$ cat src/rtl/InstructionSetPkg.sv
// Shared instruction-set definitions: data/immediate widths, operation codes and ALU flags.
package InstructionSetPkg;

    localparam int unsigned DataWidth      = 16;
    localparam int unsigned ImmediateWidth = 8;

    typedef enum logic [2:0] {
        OP_NOP  = 3'd0,
        OP_LIL  = 3'd1,
        OP_LIH  = 3'd2,
        OP_MOVE = 3'd3,
        OP_ADD  = 3'd4,
        OP_ADC  = 3'd5,
        OP_NAND = 3'd6,
        OP_XOR  = 3'd7
    } eOperation;

    typedef struct packed {
        logic Negative;
        logic Zero;
        logic Overflow;
        logic Carry;
    } sFlags;

endpackage

$ cat src/rtl/execution_controller_if.sv
// Instruction, ALU, result and debug signals of the execution controller.
interface execution_controller_if;
    import InstructionSetPkg::*;

    localparam int unsigned IdxWidth = 3;

    logic                      InValid;
    logic                      InReady;
    eOperation                 InOp;
    logic [IdxWidth-1:0]       InDestIdx;
    logic [IdxWidth-1:0]       InSrcIdx;
    logic [ImmediateWidth-1:0] InImmIn;

    eOperation                 AluOperation;
    sFlags                     AluInFlags;
    logic [ImmediateWidth-1:0] AluInImm;
    logic [DataWidth-1:0]      AluInSrc;
    logic [DataWidth-1:0]      AluInDest;
    logic [DataWidth-1:0]      AluOutDest;
    sFlags                     AluOutFlags;

    logic                      OutValid;
    logic                      OutReady;
    logic [DataWidth-1:0]      OutResult;
    sFlags                     OutFlags;
    logic [IdxWidth-1:0]       OutIdx;

    logic [IdxWidth-1:0]       RdIdx;
    logic [DataWidth-1:0]      RdData;
    logic [15:0]               RetireCount;

    modport slave (
        input  InValid, InOp, InDestIdx, InSrcIdx, InImmIn,
        input  AluOutDest, AluOutFlags,
        input  OutReady, RdIdx,
        output InReady,
        output AluOperation, AluInFlags, AluInImm, AluInSrc, AluInDest,
        output OutValid, OutResult, OutFlags, OutIdx,
        output RdData, RetireCount
    );

    modport master (
        output InValid, InOp, InDestIdx, InSrcIdx, InImmIn,
        output AluOutDest, AluOutFlags,
        output OutReady, RdIdx,
        input  InReady,
        input  AluOperation, AluInFlags, AluInImm, AluInSrc, AluInDest,
        input  OutValid, OutResult, OutFlags, OutIdx,
        input  RdData, RetireCount
    );

endinterface

$ cat src/rtl/execution_controller.sv
// Single-issue execution controller: accepts one instruction, reads operands, drives the ALU,
// writes the result back and holds it on a valid/ready output until the consumer takes it.
module execution_controller
    import InstructionSetPkg::*;
(
    input  logic                Clock,
    input  logic                nReset,
    execution_controller_if.slave bus
);

    localparam int unsigned RegCount   = 8;
    localparam int unsigned IdxWidth   = 3;
    localparam int unsigned CountWidth = 16;

    typedef enum logic [1:0] {
        IDLE  = 2'd0,
        READ  = 2'd1,
        EXEC  = 2'd2,
        WRITE = 2'd3
    } state_t;

    state_t                    r_state;
    state_t                    w_state_next;
    logic                      w_accept;
    logic                      w_read;
    logic                      w_exec;
    logic                      w_retire;

    eOperation                 r_op;
    logic [IdxWidth-1:0]       r_dest_idx;
    logic [IdxWidth-1:0]       r_src_idx;
    logic [ImmediateWidth-1:0] r_imm;
    logic [DataWidth-1:0]      r_src_op;
    logic [DataWidth-1:0]      r_dest_op;
    sFlags                     r_flag_op;

    logic [DataWidth-1:0]      r_regs [RegCount];
    sFlags                     r_flags;

    logic                      r_out_valid;
    logic [DataWidth-1:0]      r_out_result;
    sFlags                     r_out_flags;
    logic [IdxWidth-1:0]       r_out_idx;
    logic [CountWidth-1:0]     r_retire_count;

    // State register
    always_ff @(posedge Clock or negedge nReset) begin
        if (!nReset) begin
            r_state <= IDLE;
        end else begin
            r_state <= w_state_next;
        end
    end

    // Next-state and per-state strobes
    always_comb begin
        w_state_next = r_state;
        w_accept     = 1'b0;
        w_read       = 1'b0;
        w_exec       = 1'b0;
        w_retire     = 1'b0;
        case (r_state)
            IDLE: begin
                if (bus.InValid) begin
                    w_accept     = 1'b1;
                    w_state_next = READ;
                end
            end
            READ: begin
                w_read       = 1'b1;
                w_state_next = EXEC;
            end
            EXEC: begin
                w_exec       = 1'b1;
                w_state_next = WRITE;
            end
            WRITE: begin
                if (r_out_valid && bus.OutReady) begin
                    w_retire     = 1'b1;
                    w_state_next = IDLE;
                end
            end
            default: w_state_next = IDLE;
        endcase
    end

    // Instruction latch and operand capture; In* ports are only sampled on accept
    always_ff @(posedge Clock or negedge nReset) begin
        if (!nReset) begin
            r_op       <= OP_NOP;
            r_dest_idx <= '0;
            r_src_idx  <= '0;
            r_imm      <= '0;
            r_src_op   <= '0;
            r_dest_op  <= '0;
            r_flag_op  <= '0;
        end else begin
            if (w_accept) begin
                r_op       <= bus.InOp;
                r_dest_idx <= bus.InDestIdx;
                r_src_idx  <= bus.InSrcIdx;
                r_imm      <= bus.InImmIn;
            end
            if (w_read) begin
                r_src_op  <= r_regs[r_src_idx];
                r_dest_op <= r_regs[r_dest_idx];
                r_flag_op <= r_flags;
            end
        end
    end

    // Register file and flags: the only write port is the EXEC -> WRITE edge
    always_ff @(posedge Clock or negedge nReset) begin
        if (!nReset) begin
            for (int unsigned i = 0; i < RegCount; i++) begin
                r_regs[i] <= '0;
            end
            r_flags <= '0;
        end else if (w_exec) begin
            r_regs[r_dest_idx] <= bus.AluOutDest;
            r_flags            <= bus.AluOutFlags;
        end
    end

    // Retired result holding register and retire counter
    always_ff @(posedge Clock or negedge nReset) begin
        if (!nReset) begin
            r_out_valid    <= 1'b0;
            r_out_result   <= '0;
            r_out_flags    <= '0;
            r_out_idx      <= '0;
            r_retire_count <= '0;
        end else begin
            if (w_exec) begin
                r_out_valid  <= 1'b1;
                r_out_result <= bus.AluOutDest;
                r_out_flags  <= bus.AluOutFlags;
                r_out_idx    <= r_dest_idx;
            end
            if (w_retire) begin
                r_out_valid    <= 1'b0;
                r_retire_count <= r_retire_count + CountWidth'(1);
            end
        end
    end

    assign bus.InReady      = (r_state == IDLE);

    assign bus.AluOperation = r_op;
    assign bus.AluInFlags   = r_flag_op;
    assign bus.AluInImm     = r_imm;
    assign bus.AluInSrc     = r_src_op;
    assign bus.AluInDest    = r_dest_op;

    assign bus.OutValid     = r_out_valid;
    assign bus.OutResult    = r_out_result;
    assign bus.OutFlags     = r_out_flags;
    assign bus.OutIdx       = r_out_idx;
    assign bus.RetireCount  = r_retire_count;

    assign bus.RdData       = r_regs[bus.RdIdx];

endmodule

$ cat src/flat_wrapper.sv
// flat-port wrapper written by rule: the top's interface ports become plain ports
module execution_controller_flat import InstructionSetPkg::*;
  (Clock, nReset, bus_InValid, bus_InOp, bus_InDestIdx, bus_InSrcIdx, bus_InImmIn, bus_AluOutDest, bus_AluOutFlags, bus_OutReady, bus_RdIdx, bus_InReady, bus_AluOperation, bus_AluInFlags, bus_AluInImm, bus_AluInSrc, bus_AluInDest, bus_OutValid, bus_OutResult, bus_OutFlags, bus_OutIdx, bus_RdData, bus_RetireCount);
  execution_controller_if bus_i ();
  input  logic Clock;
  input  logic nReset;
  input wire logic [$bits(bus_i.InValid)-1:0] bus_InValid;
  input wire logic [$bits(bus_i.InOp)-1:0] bus_InOp;
  input wire logic [$bits(bus_i.InDestIdx)-1:0] bus_InDestIdx;
  input wire logic [$bits(bus_i.InSrcIdx)-1:0] bus_InSrcIdx;
  input wire logic [$bits(bus_i.InImmIn)-1:0] bus_InImmIn;
  input wire logic [$bits(bus_i.AluOutDest)-1:0] bus_AluOutDest;
  input wire logic [$bits(bus_i.AluOutFlags)-1:0] bus_AluOutFlags;
  input wire logic [$bits(bus_i.OutReady)-1:0] bus_OutReady;
  input wire logic [$bits(bus_i.RdIdx)-1:0] bus_RdIdx;
  output wire logic [$bits(bus_i.InReady)-1:0] bus_InReady;
  output wire logic [$bits(bus_i.AluOperation)-1:0] bus_AluOperation;
  output wire logic [$bits(bus_i.AluInFlags)-1:0] bus_AluInFlags;
  output wire logic [$bits(bus_i.AluInImm)-1:0] bus_AluInImm;
  output wire logic [$bits(bus_i.AluInSrc)-1:0] bus_AluInSrc;
  output wire logic [$bits(bus_i.AluInDest)-1:0] bus_AluInDest;
  output wire logic [$bits(bus_i.OutValid)-1:0] bus_OutValid;
  output wire logic [$bits(bus_i.OutResult)-1:0] bus_OutResult;
  output wire logic [$bits(bus_i.OutFlags)-1:0] bus_OutFlags;
  output wire logic [$bits(bus_i.OutIdx)-1:0] bus_OutIdx;
  output wire logic [$bits(bus_i.RdData)-1:0] bus_RdData;
  output wire logic [$bits(bus_i.RetireCount)-1:0] bus_RetireCount;
  assign bus_i.InValid = bus_InValid;
  assign bus_i.InOp = bus_InOp;
  assign bus_i.InDestIdx = bus_InDestIdx;
  assign bus_i.InSrcIdx = bus_InSrcIdx;
  assign bus_i.InImmIn = bus_InImmIn;
  assign bus_i.AluOutDest = bus_AluOutDest;
  assign bus_i.AluOutFlags = bus_AluOutFlags;
  assign bus_i.OutReady = bus_OutReady;
  assign bus_i.RdIdx = bus_RdIdx;
  assign bus_InReady = bus_i.InReady;
  assign bus_AluOperation = bus_i.AluOperation;
  assign bus_AluInFlags = bus_i.AluInFlags;
  assign bus_AluInImm = bus_i.AluInImm;
  assign bus_AluInSrc = bus_i.AluInSrc;
  assign bus_AluInDest = bus_i.AluInDest;
  assign bus_OutValid = bus_i.OutValid;
  assign bus_OutResult = bus_i.OutResult;
  assign bus_OutFlags = bus_i.OutFlags;
  assign bus_OutIdx = bus_i.OutIdx;
  assign bus_RdData = bus_i.RdData;
  assign bus_RetireCount = bus_i.RetireCount;
  execution_controller u_core (.Clock(Clock), .nReset(nReset), .bus(bus_i));
endmodule
$ cat config.mk
export PLATFORM = sky130hd
export DESIGN_NAME = execution_controller_flat
export DESIGN_NICKNAME = d
export VERILOG_FILES = /design/src/rtl/InstructionSetPkg.sv /design/src/rtl/execution_controller_if.sv /design/src/rtl/execution_controller.sv /design/src/flat_wrapper.sv
export SDC_FILE = /design/constraint.sdc
export NUM_CORES = 1
export LEC_CHECK = 0
export CORE_UTILIZATION = 45
export CTS_BUF_LIST = sky130_fd_sc_hd__clkbuf_8
export DETAILED_ROUTE_END_ITERATION = 16
export PLACE_DENSITY = 0.67
export SLEW_MARGIN = 20
export SYNTH_ARGS = -nofsm -noshare
export SYNTH_HDL_FRONTEND = slang
export SYNTH_SLANG_ARGS = --single-unit
$ cat constraint.sdc
create_clock -name Clock -period 5.9 [get_ports Clock]
set_clock_uncertainty 0.05 [all_clocks]
set_input_delay 1.18 -clock Clock [delete_from_list [all_inputs] [get_ports Clock]]
set_output_delay 1.18 -clock Clock [all_outputs]
set_load 0.005 [all_outputs]
==> results of run 1 <==
kinds of logic after synthesis:
group	after synthesis
AOI/OAI and AO/OA	70
xor gates and xnor gates	15
adders and majority gates	5
buffers and inverters	60
DFF	223
muxes	316
and+or+nand+nor	69
synthesized netlist by cell type:
master / number / area (um2)
a21boi_0: 1 / 7.51
a21oi_1: 49 / 245
and2_1: 1 / 6.26
and3_1: 1 / 6.26
and4_1: 3 / 26.3
buf_1: 3 / 11.3
buf_12: 1 / 20.0
buf_2: 19 / 95.1
buf_4: 9 / 67.6
buf_6: 2 / 22.5
clkbuf_1: 20 / 75.1
dfrtp_1: 223 / 5580
ha_1: 5 / 62.6
inv_1: 5 / 18.8
inv_6: 1 / 8.76
mux2_2: 178 / 2000
mux2_4: 10 / 150
mux2i_1: 48 / 480
mux4_2: 80 / 1800
nand2_1: 7 / 26.3
nand2b_1: 2 / 12.5
nand3_1: 7 / 35.0
nand4_1: 5 / 31.3
nand4_2: 2 / 25.0
nand4b_2: 1 / 15.0
nor2_1: 35 / 131
nor3_2: 3 / 30.0
nor3b_4: 1 / 18.8
o21a_1: 1 / 7.51
o21ai_0: 2 / 10.0
o22ai_1: 16 / 100
o32a_1: 1 / 10.0
or3_1: 1 / 6.26
xnor2_1: 14 / 123
xor2_1: 1 / 8.76
report_power, final:
group / switching, mW / internal, mW / total (mW) / leakage (nW)
clock network: 0.607 / 0.702 / 1.31 / 0.425
logic: 1.25 / 2.27 / 3.51 / 2.61
registers: 0.844 / 2.28 / 3.13 / 2.66
total: 2.70 / 5.25 / 7.95 / 5.70
state kept, by name (all words and copies together), names as in the netlist:
| signal | flops |
|---|---|
| u_core.bus.AluInSrc | 16 |
| u_core.bus.AluInImm | 8 |
| u_core.bus.RetireCount | 16 |
| u_core.bus.AluInFlags | 4 |
| u_core.bus.AluInDest | 16 |
| u_core.r_dest_idx | 3 |
| u_core.bus.OutIdx | 3 |
| u_core.r_state | 2 |
| u_core.r_src_idx | 3 |
| u_core.bus.AluOperation | 3 |
| u_core.bus.OutValid | 1 |
| u_core.bus.OutResult | 16 |
| u_core.r_flags | 4 |
| u_core.r_regs | 128 |
worst max-delay path, stage by stage:
cell and delay, ns:
buf_2 0.44, buf_4 0.37, mux4_2 0.55, mux2_2 0.29, clkdlybuf4s50_1 0.45
cell usage in the layout, fill, tap and decap left out, types with 2 or more instances in the layout:
cell | synthesis | routed
mux2_2 | 178 | 178
and4_1 | 3 | 3
a21oi_1 | 49 | 49
mux2i_1 | 48 | 48
nor3_2 | 3 | 3
ha_2 | 0 | 2
nor2_1 | 35 | 35
nand2_1 | 7 | 7
buf_4 | 9 | 14
nand4_1 | 5 | 5
o22ai_1 | 16 | 16
clkinvlp_4 | 0 | 2
mux2_4 | 10 | 10
o21ai_0 | 2 | 2
clkdlybuf4s50_1 | 0 | 145
xnor2_1 | 14 | 14
clkbuf_8 | 0 | 46
nand3_1 | 7 | 7
inv_1 | 5 | 22
ha_1 | 5 | 3
nand4_2 | 2 | 2
dfrtp_1 | 223 | 221
mux4_2 | 80 | 80
nand2b_1 | 2 | 2
metal layers:
metal / routed length [um] / track usage, %
met5: 0 / 0
met4: 416 / 5.32
met3: 1290 / 4.03
met2: 13500 / 36.7
met1: 12200 / 30.4
per-stage QoR:
stage	util, %	total power, mW
after global placement	53.1	6.61
after CTS	56.1	8.03
after global routing	56.1	8.46
final	56.1	7.95
after detailed placement	53.1	6.68
after floorplan	-	5.28
layout make-up:
type | count | area [um2]
fill | 2041 | 10700
multi-input combinational | 475 | 5390
inverter | 6 | 27.5
clock inverter | 20 | 83.8
tap | 324 | 405
timing repair buffer | 162 | 1600
clock buffer | 46 | 633
sequential | 223 | 5590
worst max path at each step:
stage / startpoint / cells past startpoint / slack, ns / endpoint
detailed placement: bus_RdIdx[0] / 5 / 1.33 / bus_RdData[15]
global route: bus_RdIdx[0] / 5 / 1.25 / bus_RdData[6]
finish: bus_RdIdx[0] / 5 / 1.38 / bus_RdData[4]
global placement: bus_RdIdx[0] / 5 / 1.36 / bus_RdData[15]
floorplan: bus_RdIdx[0] / 4 / 2.27 / bus_RdData[0]
CTS: bus_RdIdx[0] / 5 / 1.33 / bus_RdData[15]
==> metrics.cfg, run 1 <==
[sta]
setup_viol = 0
drv_slew = 0
fin_ws_ns = 1.38
timing.hold.ws_ns = 0.422
period_share_pct = 76.7
slew_headroom_pct = 28.8
finalSetupTns_ns = 0
max_freq_ghz = 0.221
fin_crit_ns = 4.52
max_slew.worst_pin.slew_ns = 1.07
finalHoldViolCount = 0
rsz0062_at_grt = no

[logic_synthesis]
synth.cell_area_um2 = 11300
synthSimpleGateAreaFrac_pct = 3.28
syn_inst = 758
synth-compound-area-share_pct = 3.37
synth_cell_types = 35
synth_top_family_by_area = multiplexers
synth_warnings = 0
synth_mux_area_share_pct = 39.3
ys_seq_elements = 223
yosys.area_share.adder_pct = 0.555
yosysSeqAreaShare_pct = 49.5
synth_xor_xnor_area_share_pct = 1.16
syn_nets = 807
avgSynthCellArea_um2 = 14.9

[global_routing]
grt_pass1_vias = 7403
grt_util_all_layers_pct = 22.2
grt-ovfl-total = 0
grt_start_max_net_pins = 127
grt_pass1_wl_um = 43800
antenna_found_initial = 0

[floorplan]
start_util_pct = 46.1
core_um2 = 24500
pin_count = 148
dieArea_um2 = 25700
die_w_um = 160
rows = 57
fp.dieH_um = 160

[worst_setup_path]
ff2ff_setup_slack_ns = 2.74
reg2reg_from = u_core.r_state[0]
worstPathRequired_ns = 4.67
worstRegToRegCells = 7
path_max_fanout = 14
end_kind = output pin
worstPathArrival_ns = 3.29
r2r-end = u_core.r_regs[54]
critPathKind = in -> out
crit_path_start_kind = input port

[routing]
drt_iter0_drc = 413
firstDrtPassIters = 4
drc = 0
ant_nets = 0
wl_um = 27400
vias = 7141
post_drt_wl_per_cell_um = 21.8
viasPerCell = 5.69

[flow_run]
cap_violations = 0

[finish]
area_growth_pct = 21.6
drive_above_1_share_pct = 37.1
final_cells = 1256
antenna_cells = 0
fin_area_um2 = 13700
final_nets = 957

[run_status]
status = finished, final reports clean

[power]
ir_worst_vdd_mv = 0.268
p_leak_nw = 5.70
p_per_area_nw_per_um2 = 579

[clock_network]
clock-root-buffer = clkbuf_8
htreeDepth = 2
clkTransAtPathRegs_ns = 0.05
cts-resized-gates = 0
clkSinkCount = 223
cts_tree = built
cts_buffers = 40
cts_hold_buffers = 0
cts_setup_buffers = 0
clockBufferDepth = 3
insertion_delay_ns = 0.53

[place]
numPortBuffers = 147
dp_slack_ns = 1.33
dp_hpwl_um = 17000
gp_congestion = 0.794
dp_cells = 1190
post_dp_cell_area_um2 = 13000

[hold_path]
hp-start = u_core.bus.RetireCount[15]
hold-path-cell-count = 1
min_path_type = reg -> reg
min_to = u_core.bus.RetireCount[15]

Power figures use the tool's default switching activity.
==> run 2: changes to the inputs <==
--- a/config.mk
+++ b/config.mk
@@ -8,7 +8,7 @@
 export CORE_UTILIZATION = 45
 export CTS_BUF_LIST = sky130_fd_sc_hd__clkbuf_8
 export DETAILED_ROUTE_END_ITERATION = 16
-export PLACE_DENSITY = 0.67
+export PLACE_DENSITY = 0.7
 export SLEW_MARGIN = 20
 export SYNTH_ARGS = -nofsm -noshare
 export SYNTH_HDL_FRONTEND = slang
==> constraint.sdc (replaced) <==
create_clock -name Clock -period 3.7 [get_ports Clock]
set_clock_uncertainty 0.05 [all_clocks]
set_input_delay 0.74 -clock Clock [delete_from_list [all_inputs] [get_ports Clock]]
set_output_delay 0.74 -clock Clock [all_outputs]
set_load 0.005 [all_outputs]
==> run 2 against run 1 <==
Combinational power is 64% higher. Final area is 1.6% higher. First-iteration DRC count is 3.6% lower. Worst hold slack worse by 0.22 ns. Core utilization is 0.91 points higher. Cell count is 1.4% higher. Setup slack worse by 1.1 ns. Via count is 2.0% higher. Global-route usage is 0.31 points higher. Critical path depth stayed put. Largest cell class unchanged. Routed wire length is 1.5% higher.
==> metrics.cfg, run 2 (same netlist as run 1, synthesis figures left out) <==
[sta]
slew_headroom_pct = 35.0
max_slew.worst_pin.slew_ns = 0.974
period_share_pct = 91.4
finalHoldViolCount = 0
fin_crit_ns = 3.38
setup_viol = 0
drv_slew = 0
rsz0062_at_grt = no
max_freq_ghz = 0.296
finalSetupTns_ns = 0

[global_routing]
grt_util_all_layers_pct = 22.5
antenna_found_initial = 0
grt_pass1_vias = 7675
grt_start_max_net_pins = 104
grt_pass1_wl_um = 44500
grt-ovfl-total = 0

[worst_setup_path]
path_common_cell = clkdlybuf4s50_1
reg2reg_from = u_core.r_dest_idx[0]
critPathKind = in -> out
cp_slowest_cell = clkdlybuf4s50_1
worstRegToRegCells = 4
path_max_fanout = 32
worstPathArrival_ns = 2.59
r2r-end = u_core.bus.AluInDest[5]
crit_path_start_kind = input port
end_kind = output pin
startpoint = bus_RdIdx[1]
crit_chain = clkdlybuf4s50_1, buf_12, mux4_2, mux2_2, clkdlybuf4s50_1
worstPathRequired_ns = 2.91
endpoint = bus_RdData[15]
max_stage_delay_ns = 0.51
ff2ff_setup_slack_ns = 1.21

[power]
p_per_area_nw_per_um2 = 929
p_leak_nw = 5.82
ir_worst_vdd_mv = 0.459
power_mw = 12.9

[finish]
drive_above_1_share_pct = 38.5
fill_cells = 1969
largest_register_ffs = 128
mostFrequentLayoutCells = dfrtp_1 (221), mux2_2 (178), clkdlybuf4s50_1 (145)
antenna_cells = 0
mostFrequentLayoutCell = dfrtp_1
final_nets = 970
final_util_pct = 57.0
area_growth_pct = 23.6
regMostFlops = u_core.r_regs

[flow_run]
cap_violations = 0

[routing]
drt_iter0_drc = 398
wl_um = 27800
wl_met1_um = 11800
routed-wl-met3_um = 1740
vias = 7286
post_drt_wl_per_cell_um = 21.8
firstDrtPassIters = 4
route.met2.wl_um = 13800
viasPerCell = 5.72
drc = 0
ant_nets = 0
top_layer = met4

[clock_network]
htreeDepth = 2
cts_tree = built
cts_hold_buffers = 0
cts-resized-gates = 0
clock-root-buffer = clkbuf_8
clkSinkCount = 223
clockBufferDepth = 3
cts_setup_buffers = 0
clkTransAtPathRegs_ns = 0.06
insertion_delay_ns = 0.53
cts_buffers = 38

[place]
dp_hpwl_um = 18000
numPortBuffers = 147
gp_congestion = 0.804

[hold_path]
min_path_type = in -> async

[run_status]
status = finished, final reports clean

[floorplan]
pin_count = 148
fp.dieH_um = 160
start_util_pct = 46.1
dieArea_um2 = 25700
core_um2 = 24500
rows = 57
die_w_um = 160

run 2: changes by cell type in the layout (fill, tap and decap cells not counted):
cell | previous run | this run
buf_12 | 1 | 3
bufinv_16 | 0 | 1
buf_4 | 14 | 27
clkinvlp_4 | 2 | 0
clkinv_2 | 1 | 0
clkbuf_8 | 46 | 52
inv_1 | 22 | 20
run 2: metal layers:
metal  up-vias  GRT usage, %
met5         -             0
met4         0          6.36
met3        35          4.00
met2       225          37.3
met1      3817          30.4
li1       3209             -
run 2: worst min-delay path by stage:
stage | start | end | depth (start not counted)
after floorplan | nReset | u_core.bus.AluInDest[0] | 0
after global placement | u_core.bus.RetireCount[15] | u_core.bus.RetireCount[15] | 1
after detailed placement | u_core.bus.RetireCount[15] | u_core.bus.RetireCount[15] | 1
after CTS | nReset | u_core.bus.OutResult[11] | 1
after global routing | nReset | u_core.bus.OutResult[11] | 1
final | nReset | u_core.bus.OutResult[11] | 1
run 2: area by class of cell:
class,instances,area [um2],share of cell area [%]
clock buffer,52,716,5.13
clock inverter,16,86.3,0.619
inverter,6,27.5,0.197
multi-input combinational,475,5390,38.6
sequential,223,5590,40.1
tap,324,405,2.91
timing repair buffer,177,1730,12.4
run 2: critical path, delay by kind of cell:
kind | cells | cell delay [ns]
buffers and inverters | 3 | 1.23
multiplexers | 2 | 0.61
run 2: power breakdown:
part	total, mW	switching [mW]	internal, mW
logic	5.75	2.10	3.65
clock network	2.29	0.973	1.31
registers	4.91	1.27	3.64
total	12.9	4.34	8.60
run 2: per-stage QoR:
step | cells | hold slack, ns | setup WS, ns | area [um2]
3_3_place_gp | 1205 | 0.413 | 0.341 | 13100
2_1_floorplan | 758 | 0.394 | 0.948 | 11300
5_1_grt | 1273 | 0.260 | 0.269 | 13900
6_report | 1273 | 0.203 | 0.320 | 13900
4_1_cts | 1273 | 0.239 | 0.320 | 13900
3_5_place_dp | 1205 | 0.420 | 0.323 | 13100
